`src/rtl/cpu_controller.sv`:
```
// cpu_controller: Moore control FSM sequencing fetch / load-IR / update-PC / decode / execute
// for each instruction, driving the datapath, instruction register, PC and RAM controls.
//
// Ports:
//   clk              system clock, all state changes on the rising edge
//   reset            synchronous active-low reset (0 = reset)
//   opcode, op       decoded instruction fields, sampled only in DECODE
//   nsel             one-hot register select (001 Rn, 010 Rd, 100 Rm)
//   vsel             write-back source (00 C, 01 sximm8, 10 mdata, 11 PC)
//   loada..loads     datapath register enables
//   asel, bsel       ALU operand selects
//   write            register file write enable
//   loadir           instruction register load
//   loadpc, reset_pc PC load and PC clear select
//   msel, mwrite     RAM address source and write enable
//   halted           high while in HALT
module cpu_controller #(
  parameter int unsigned RESET_HOLD = 1
) (
  input  logic       clk,
  input  logic       reset,
  input  logic [2:0] opcode,
  input  logic [1:0] op,
  output logic [2:0] nsel,
  output logic [1:0] vsel,
  output logic       loada,
  output logic       loadb,
  output logic       loadc,
  output logic       loads,
  output logic       asel,
  output logic       bsel,
  output logic       write,
  output logic       loadir,
  output logic       loadpc,
  output logic       reset_pc,
  output logic       msel,
  output logic       mwrite,
  output logic       halted
);

  typedef enum logic [3:0] {
    StReset, StFetch, StLoadIr, StUpdatePc, StDecode, StWrImm, StGetA, StGetB,
    StExec, StWrRd, StAddr, StMemRd, StWrMem, StGetD, StSt, StHalt
  } state_e;

  localparam logic [2:0] HoldCycles = 3'(RESET_HOLD);

  // Instruction codes ({opcode, op}) that the execute states need to tell apart.
  localparam logic [4:0] InsMovReg = 5'b110_00;
  localparam logic [4:0] InsMvn    = 5'b101_11;
  localparam logic [4:0] InsCmp    = 5'b101_01;
  localparam logic [2:0] OpcAlu    = 3'b101;
  localparam logic [2:0] OpcLdr    = 3'b011;

  state_e     state_q, state_d;
  logic [4:0] ins_q, ins_d;    // {opcode, op} captured in DECODE
  logic [2:0] hold_q, hold_d;  // cycles spent in RESET since reset released

  always_ff @(posedge clk) begin
    if (!reset) begin
      state_q <= StReset;
      ins_q   <= '0;
      hold_q  <= '0;
    end else begin
      state_q <= state_d;
      ins_q   <= ins_d;
      hold_q  <= hold_d;
    end
  end

  // Next-state logic.
  always_comb begin
    state_d = state_q;
    ins_d   = ins_q;
    hold_d  = hold_q;
    unique case (state_q)
      StReset: begin
        if (hold_q == HoldCycles) begin
          state_d = StFetch;
        end else begin
          hold_d = hold_q + 3'd1;
        end
      end
      StFetch:    state_d = StLoadIr;
      StLoadIr:   state_d = StUpdatePc;
      StUpdatePc: state_d = StDecode;
      StDecode: begin
        ins_d   = {opcode, op};
        state_d = StFetch;  // unrecognised codes run as a NOP
        case (opcode)
          3'b110: begin
            if (op == 2'b10)      state_d = StWrImm;
            else if (op == 2'b00) state_d = StGetB;
          end
          // MVN has no Rn operand, so it skips GET_A.
          3'b101:  state_d = (op == 2'b11) ? StGetB : StGetA;
          3'b011:  if (op == 2'b00) state_d = StGetA;
          3'b100:  if (op == 2'b00) state_d = StGetA;
          3'b111:  state_d = StHalt;
          default: state_d = StFetch;
        endcase
      end
      StWrImm: state_d = StFetch;
      StGetA:  state_d = (ins_q[4:2] == OpcAlu) ? StGetB : StAddr;
      StGetB:  state_d = StExec;
      StExec:  state_d = (ins_q == InsCmp) ? StFetch : StWrRd;
      StWrRd:  state_d = StFetch;
      StAddr:  state_d = (ins_q[4:2] == OpcLdr) ? StMemRd : StGetD;
      StMemRd: state_d = StWrMem;
      StWrMem: state_d = StFetch;
      StGetD:  state_d = StSt;
      StSt:    state_d = StFetch;
      StHalt:  state_d = StHalt;
      default: state_d = StReset;
    endcase
  end

  // Moore outputs.
  always_comb begin
    nsel     = 3'b000;
    vsel     = 2'b00;
    loada    = 1'b0;
    loadb    = 1'b0;
    loadc    = 1'b0;
    loads    = 1'b0;
    asel     = 1'b0;
    bsel     = 1'b0;
    write    = 1'b0;
    loadir   = 1'b0;
    loadpc   = 1'b0;
    reset_pc = 1'b0;
    msel     = 1'b0;
    mwrite   = 1'b0;
    halted   = 1'b0;
    unique case (state_q)
      StReset: begin
        reset_pc = 1'b1;
        loadpc   = 1'b1;
      end
      StLoadIr:   loadir = 1'b1;
      StUpdatePc: loadpc = 1'b1;
      StWrImm: begin
        nsel  = 3'b001;
        vsel  = 2'b01;
        write = 1'b1;
      end
      StGetA: begin
        nsel  = 3'b001;
        loada = 1'b1;
      end
      StGetB: begin
        nsel  = 3'b100;
        loadb = 1'b1;
      end
      StExec: begin
        // CMP only updates the status flags; C is left untouched.
        loadc = (ins_q != InsCmp);
        loads = (ins_q == InsCmp);
        asel  = (ins_q == InsMovReg) || (ins_q == InsMvn);
      end
      StWrRd: begin
        nsel  = 3'b010;
        vsel  = 2'b00;
        write = 1'b1;
      end
      StAddr: begin
        bsel  = 1'b1;
        loadc = 1'b1;
      end
      StMemRd: msel = 1'b1;
      StWrMem: begin
        msel  = 1'b1;
        nsel  = 3'b010;
        vsel  = 2'b10;
        write = 1'b1;
      end
      StGetD: begin
        nsel  = 3'b010;
        loadb = 1'b1;
      end
      StSt: begin
        msel   = 1'b1;
        mwrite = 1'b1;
      end
      StHalt:  halted = 1'b1;
      default: ;
    endcase
  end

endmodule

```
`config.mk`:
```
export PLATFORM = sky130hd
export DESIGN_NAME = cpu_controller
export DESIGN_NICKNAME = d
export VERILOG_FILES = /design/src/rtl/cpu_controller.sv
export SDC_FILE = /design/constraint.sdc
export NUM_CORES = 1
export LEC_CHECK = 0
export ABC_AREA = 0
export CORE_ASPECT_RATIO = 1.1
export CORE_UTILIZATION = 52
export DETAILED_ROUTE_END_ITERATION = 10
export GPL_ROUTABILITY_DRIVEN = 0
export PLACE_DENSITY = 0.8
export SLEW_MARGIN = 20
export SYNTH_ARGS = -nofsm -noshare
export SYNTH_HDL_FRONTEND = slang
export SYNTH_SLANG_ARGS = --single-unit
export TNS_END_PERCENT = 1
```
`constraint.sdc`:
```
create_clock -name clk -period 2.4 [get_ports clk]
set_input_delay 0.24 -clock clk [delete_from_list [all_inputs] [get_ports clk]]
set_output_delay 0.24 -clock clk [all_outputs]
set_load 0.05 [all_outputs]
```
Yosys cells after proc, flatten, opt, wreduce, memory -nomap -nowiden
Cells that the tools add are included.
- bitwise gates (word level): 1
- reduce and logical (&&, ||, !) cells: 12
- mux-type cells: 25
- eq/ne operators: 30
- add/subtract/negate cells: 1
- operators by type and width (kind ; number):
    4-bit case mux with 13 select lines ; 1
    4-bit == test, second input constant ; 8
    4-bit by 3-bit == test with 1-bit output, second input constant ; 4
    4-bit case mux with 4 select lines ; 1
    3-bit == test, second input constant ; 5
    5-bit == test, second input constant ; 3
    1-bit two-way mux ; 13
    3-bit two-way mux ; 4
    4-bit two-way mux ; 3
    3-bit case mux with 3 select lines ; 1
    3-bit OR reduction ; 3
    4-bit by 2-bit == test with 1-bit output, second input constant ; 2
    2-bit OR reduction ; 4
    3-bit by 2-bit == test with 1-bit output, second input constant ; 2
    5-bit != test, second input constant ; 1
    2-bit == test, second input constant ; 2
    4-bit by 1-bit == test with 1-bit output, second input constant ; 1
    4-bit zero test ; 1
    2-bit case mux with 2 select lines ; 1
    4-bit OR reduction ; 1
    3-bit by 1-bit adder with 3-bit output, second input constant ; 1
    3-bit by 1-bit == test with 1-bit output, second input constant ; 1
    2-bit zero test ; 1
    2-bit != test, second input constant ; 1
    4 further kinds ; 4
- output and inout port bits: 18
- logic and storage cells: 72
- input bits: 7
- bits in registers: 12

Depth between registers and ports, before layout
- depth in word-level cells: 5
- mapped depth: 6
- gate-level depth less buffers: 6

Worst setup path before layout
OpenSTA, ideal clock, no wires.
- path kind: reg2out
- start: register state_q[0]
- end: output port nsel[0]
- stages on the path, launching flop included: 5
- path slack: -87 ps
- path buffers: 2
- data required time: 2160 ps
- data arrival time: 2247 ps
- cell sequence: dfxtp_1 -> buf_4 -> clkbuf_1 -> nor3_1 -> or2_2
- cells in the longest elaborated chain, start to end: 3
- elaborated cells on any way between the ends: 9
- those cells by class: eq/ne (6); mux (1); reduce/logical (2)
- ends and longest elaborated chain (item ; RTL line ; RTL):
    from (decl) ; 55 ; state_e state_q, state_d;
    from (signal assigned) ; 61 ; state_q <= StReset;
    from (signal assigned) ; 65 ; state_q <= state_d;
    4-bit == test / 4-bit by 3-bit == test with 1-bit output (equally long branches) ; 135 ; unique case (state_q)
    3-bit OR reduction (no line) / 2-bit OR reduction (equally long branches) ; -- ;
    3-bit case mux with 3 select lines * ; 135 ;
    to (decl) ; 24 ; output logic [2:0] nsel,
Mark *: on every way between the ends. The rest lies on a longest branch, timed or not.

Final worst setup path
- start: register state_q[1]
- end: output port loadpc
- cells in the longest elaborated chain, start to end: 3
- elaborated cells on any way between the ends: 4
- those cells by class: eq/ne (1); mux (1); reduce/logical (2)
- ends and longest elaborated chain (item ; RTL line ; RTL):
    4-bit by 2-bit == test with 1-bit output / 4-bit zero test (equally long branches) ; 135 ;
    2-bit OR reduction (no line) * ; -- ;
    1-bit two-way mux * ; 135 ;
    to (decl) ; 34 ; output logic loadpc,
Marked as above.

==> flow_summary_export.csv <==
group,metric,value,unit
clock_tree,htreeDepth,1,
floorplan,pin_count,25,
sta,max_slew_margin,59.5,%
synthesis,synth_ff_type,"dfxtp_1",
global_route,grt_first_pass_wirelength,4300,um
sta,whs,0.489,ns
clock_tree,numCtsBuffers,3,
setup_path,cpPeakStageDelay,0.84,ns
placement,dp_hpwl,1790,um
synthesis,synth_commonest_cells,"nor2_1, dfxtp_1, nand2_1",
detailed_routing,drtIter0Drc,31,
sta,fin_skew,0.00520,ns
clock_tree,cts_resized,0,
synthesis,netlist_area,1020,um2
setup_path,worstSetupEndpoint,"loadpc",
synthesis,syn_nets,138,
power_and_ir_drop,p_int,0.000455,W
setup_path,path_cells,"xor2_1 > nor3_1 > clkdlybuf4s50_1",
sta,tightest_slew,0.606,ns
synthesis,synth_cell_types,42,
final_layout,nets,164,
final_layout,synthToLayoutAreaGrowth,27.8,%
sta,setup_tns,0,ns
clock_tree,post_cts_buffers,0,
synthesis,synth_warnings,0,
sta,period_needed,2.26,ns
floorplan,die_w,44.2,um
clock_tree,worst_skew_pair.late_latency,0.28,ns
setup_path,reg2reg_from,"state_q[3]",
detailed_routing,num_vias,1017,
detailed_routing,routed_wl,2350,um
sta,slew_violations,0,
clock_tree,clk_pin_slew,0.08,ns
hold_path,min_path_type,"flop to flop",
synthesis,async_flop_share,0,%
synthesis,yosysTopAreaCell,"dfxtp_1",
detailed_routing,antenna_left,0,
power_and_ir_drop,pwr-share-seq,33.6,%
setup_path,criticalPathCategory,"flop to output port",
synthesis,yosysMostFrequentCell,"nor2_1",
sta,finalHoldViolCount,0,
power_and_ir_drop,p_leak,0.466,nW
final_layout,diodes,0,
final_layout,fin_cells,172,
power_and_ir_drop,p_sw_share,41.7,%
power_and_ir_drop,total_power,0.000780,W
final_layout,drive_gt1_share,22.7,%
detailed_routing,drc,0,
floorplan,placementRows,16,
power_and_ir_drop,peakVddDrop,0.000497,V
setup_path,reg2reg_depth,4,
setup_path,end_kind,"output port",
hold_path,whs_path_depth,2,
floorplan,start_util,56.5,%
sta,setup_viol,0,
job,maxCapViolCount,0,
clock_tree,postCtsHoldBufs,0,
clock_tree,cts_tree,"done",
setup_path,slowest_stage,"clkdlybuf4s50_1",
global_route,grt_use_total,25.8,%
floorplan,core,1800,um2
detailed_routing,drt_pass1_iterations,6,
floorplan,dieArea,2140,um2
synthesis,synthCells,129,
setup_path,r2r_end,"state_q[3]",
synthesis,yosysSeqAreaShare,23.6,%
setup_path,crit_path_start,"state_q[1]",
power_and_ir_drop,switchingPower,0.000325,W
power_and_ir_drop,combPwrFrac,45.0,%
synthesis,synth_edf_count,0,
clock_tree,clock_path_buffers,2,
placement,io_buffers,24,
setup_path,required,2.16,ns
outcome,outcome,"finished clean",
power_and_ir_drop,pwr-share-clk,21.4,%
global_route,grt_max_degree,16,
clock_tree,clkSinkCount,12,
setup_path,arrival,2.02,ns
detailed_routing,post_drt_wl_per_cell,13.7,um
synthesis,synth_area_leaders,"dfxtp_1, mux2i_1, nor2_1, clkbuf_8, nand2_1",
synthesis,yosys_register_bits,12,
synthesis,avgSynthCellArea,7.89,um2
global_route,grt_pass1_vias,1025,
setup_path,path_max_fanout,11,
floorplan,die_h,48.4,um
setup_path,ff2ff_setup_slack,0.66,ns
sta,post-route-period-util,94.0,%
global_route,antenna_found_initial,0,
setup_path,worst_setup_path_start_kind,"flop",
sta,max_freq,443,MHz
clock_tree,root_buffer,"clkbuf_4",
global_route,overflow,0,
placement,place_inst,168,
detailed_routing,routed_via_density,5.91,
synthesis,yosysTopAreaCellShare,23.6,%
power_and_ir_drop,pwr_density_cell,600,nW/um2
sta,rsz0062_at_grt,"no",
## power groups by stage
| stage | Sequential [W] | Combinational [W] | Clock [W] |
|---|---|---|---|
| final | 0.000262 | 0.000351 | 0.000167 |
| after global routing | 0.000268 | 0.000389 | 0.000178 |
| after CTS | 0.000262 | 0.000351 | 0.000168 |
| after detailed placement | 0.000266 | 0.000346 | 0 |
| after global placement | 0.000264 | 0.000338 | 0 |
| after floorplan | 0.000238 | 0.000288 | 0 |
## metal layers
metal / routed length (um) / track usage, %
met5: 0 / 0
met4: 40 / 11.1
met3: 71 / 3.73
met2: 1230 / 44.6
met1: 1010 / 30.8
## worst min path at each step
| stage | start | to | slack [ns] |
|---|---|---|---|
| after global placement | hold_q[1] | hold_q[1] | 0.46 |
| final | hold_q[1] | hold_q[1] | 0.49 |
| after floorplan | reset | state_q[0] | 0.36 |
| after CTS | hold_q[1] | hold_q[1] | 0.49 |
| after global routing | hold_q[1] | hold_q[1] | 0.52 |
| after detailed placement | hold_q[1] | hold_q[1] | 0.48 |
## cell type report
type | instances | area [um2]
Multi-Input combinational cell | 102 | 674
Fill cell | 153 | 502
Timing Repair Buffer | 29 | 300
Sequential cell | 12 | 240
Clock buffer | 4 | 36.3
Inverter | 7 | 26.3
Tap cell | 18 | 22.5
## stage by stage
stage                     setup WS (ns)  utilization [%]  instance area (um2)
after floorplan                  0.0701                -                 1020
after global placement            0.495             70.1                 1260
after detailed placement          0.434             70.1                 1260
after CTS                         0.143             72.2                 1300
after global routing             0.0133             72.2                 1300
final                             0.144             72.2                 1300
## worst max-delay path, delay by kind of cell (launching register included)
kind	cells	cell delay, ns
buffers and inverters	1	0.84
DFF	1	0.58
and+or+nand+nor	1	0.19
xor gates and xnor gates	1	0.12
## sequential cells by signal (all words and copies together), names as in the netlist
signal   count
hold_q       3
ins_q        5
state_q      4
## cells in the final DEF (no fill, tap or decap), drive strengths merged, types with 3 or more instances in the layout
master         synthesis  final
a31oi                  4      4
nand2                 10     10
clkdlybuf4s50          0      8
o21ai                  5      5
nand2b                 7      7
nor3                   6      6
buf                    3     21
nor2                  16     16
inv                    6      6
nand3b                 3      3
a21oi                  6      6
nand3                  3      3
dfxtp                 12     12
clkbuf                 5      4
nor2b                  5      5
mux2i                  6      6
## logic make-up after synthesis
logic type	after synthesis	synth area share, %
adder cells (fa/ha/maj)	3	3.44
multiplexers	6	5.90
flip-flops	12	23.6
XOR/XNOR	4	3.44
AO/OA/AOI/OAI	27	17.8
AND/OR/NAND/NOR	62	35.2
buffers and inverters	15	10.6
(Power assumes the default switching activity.)
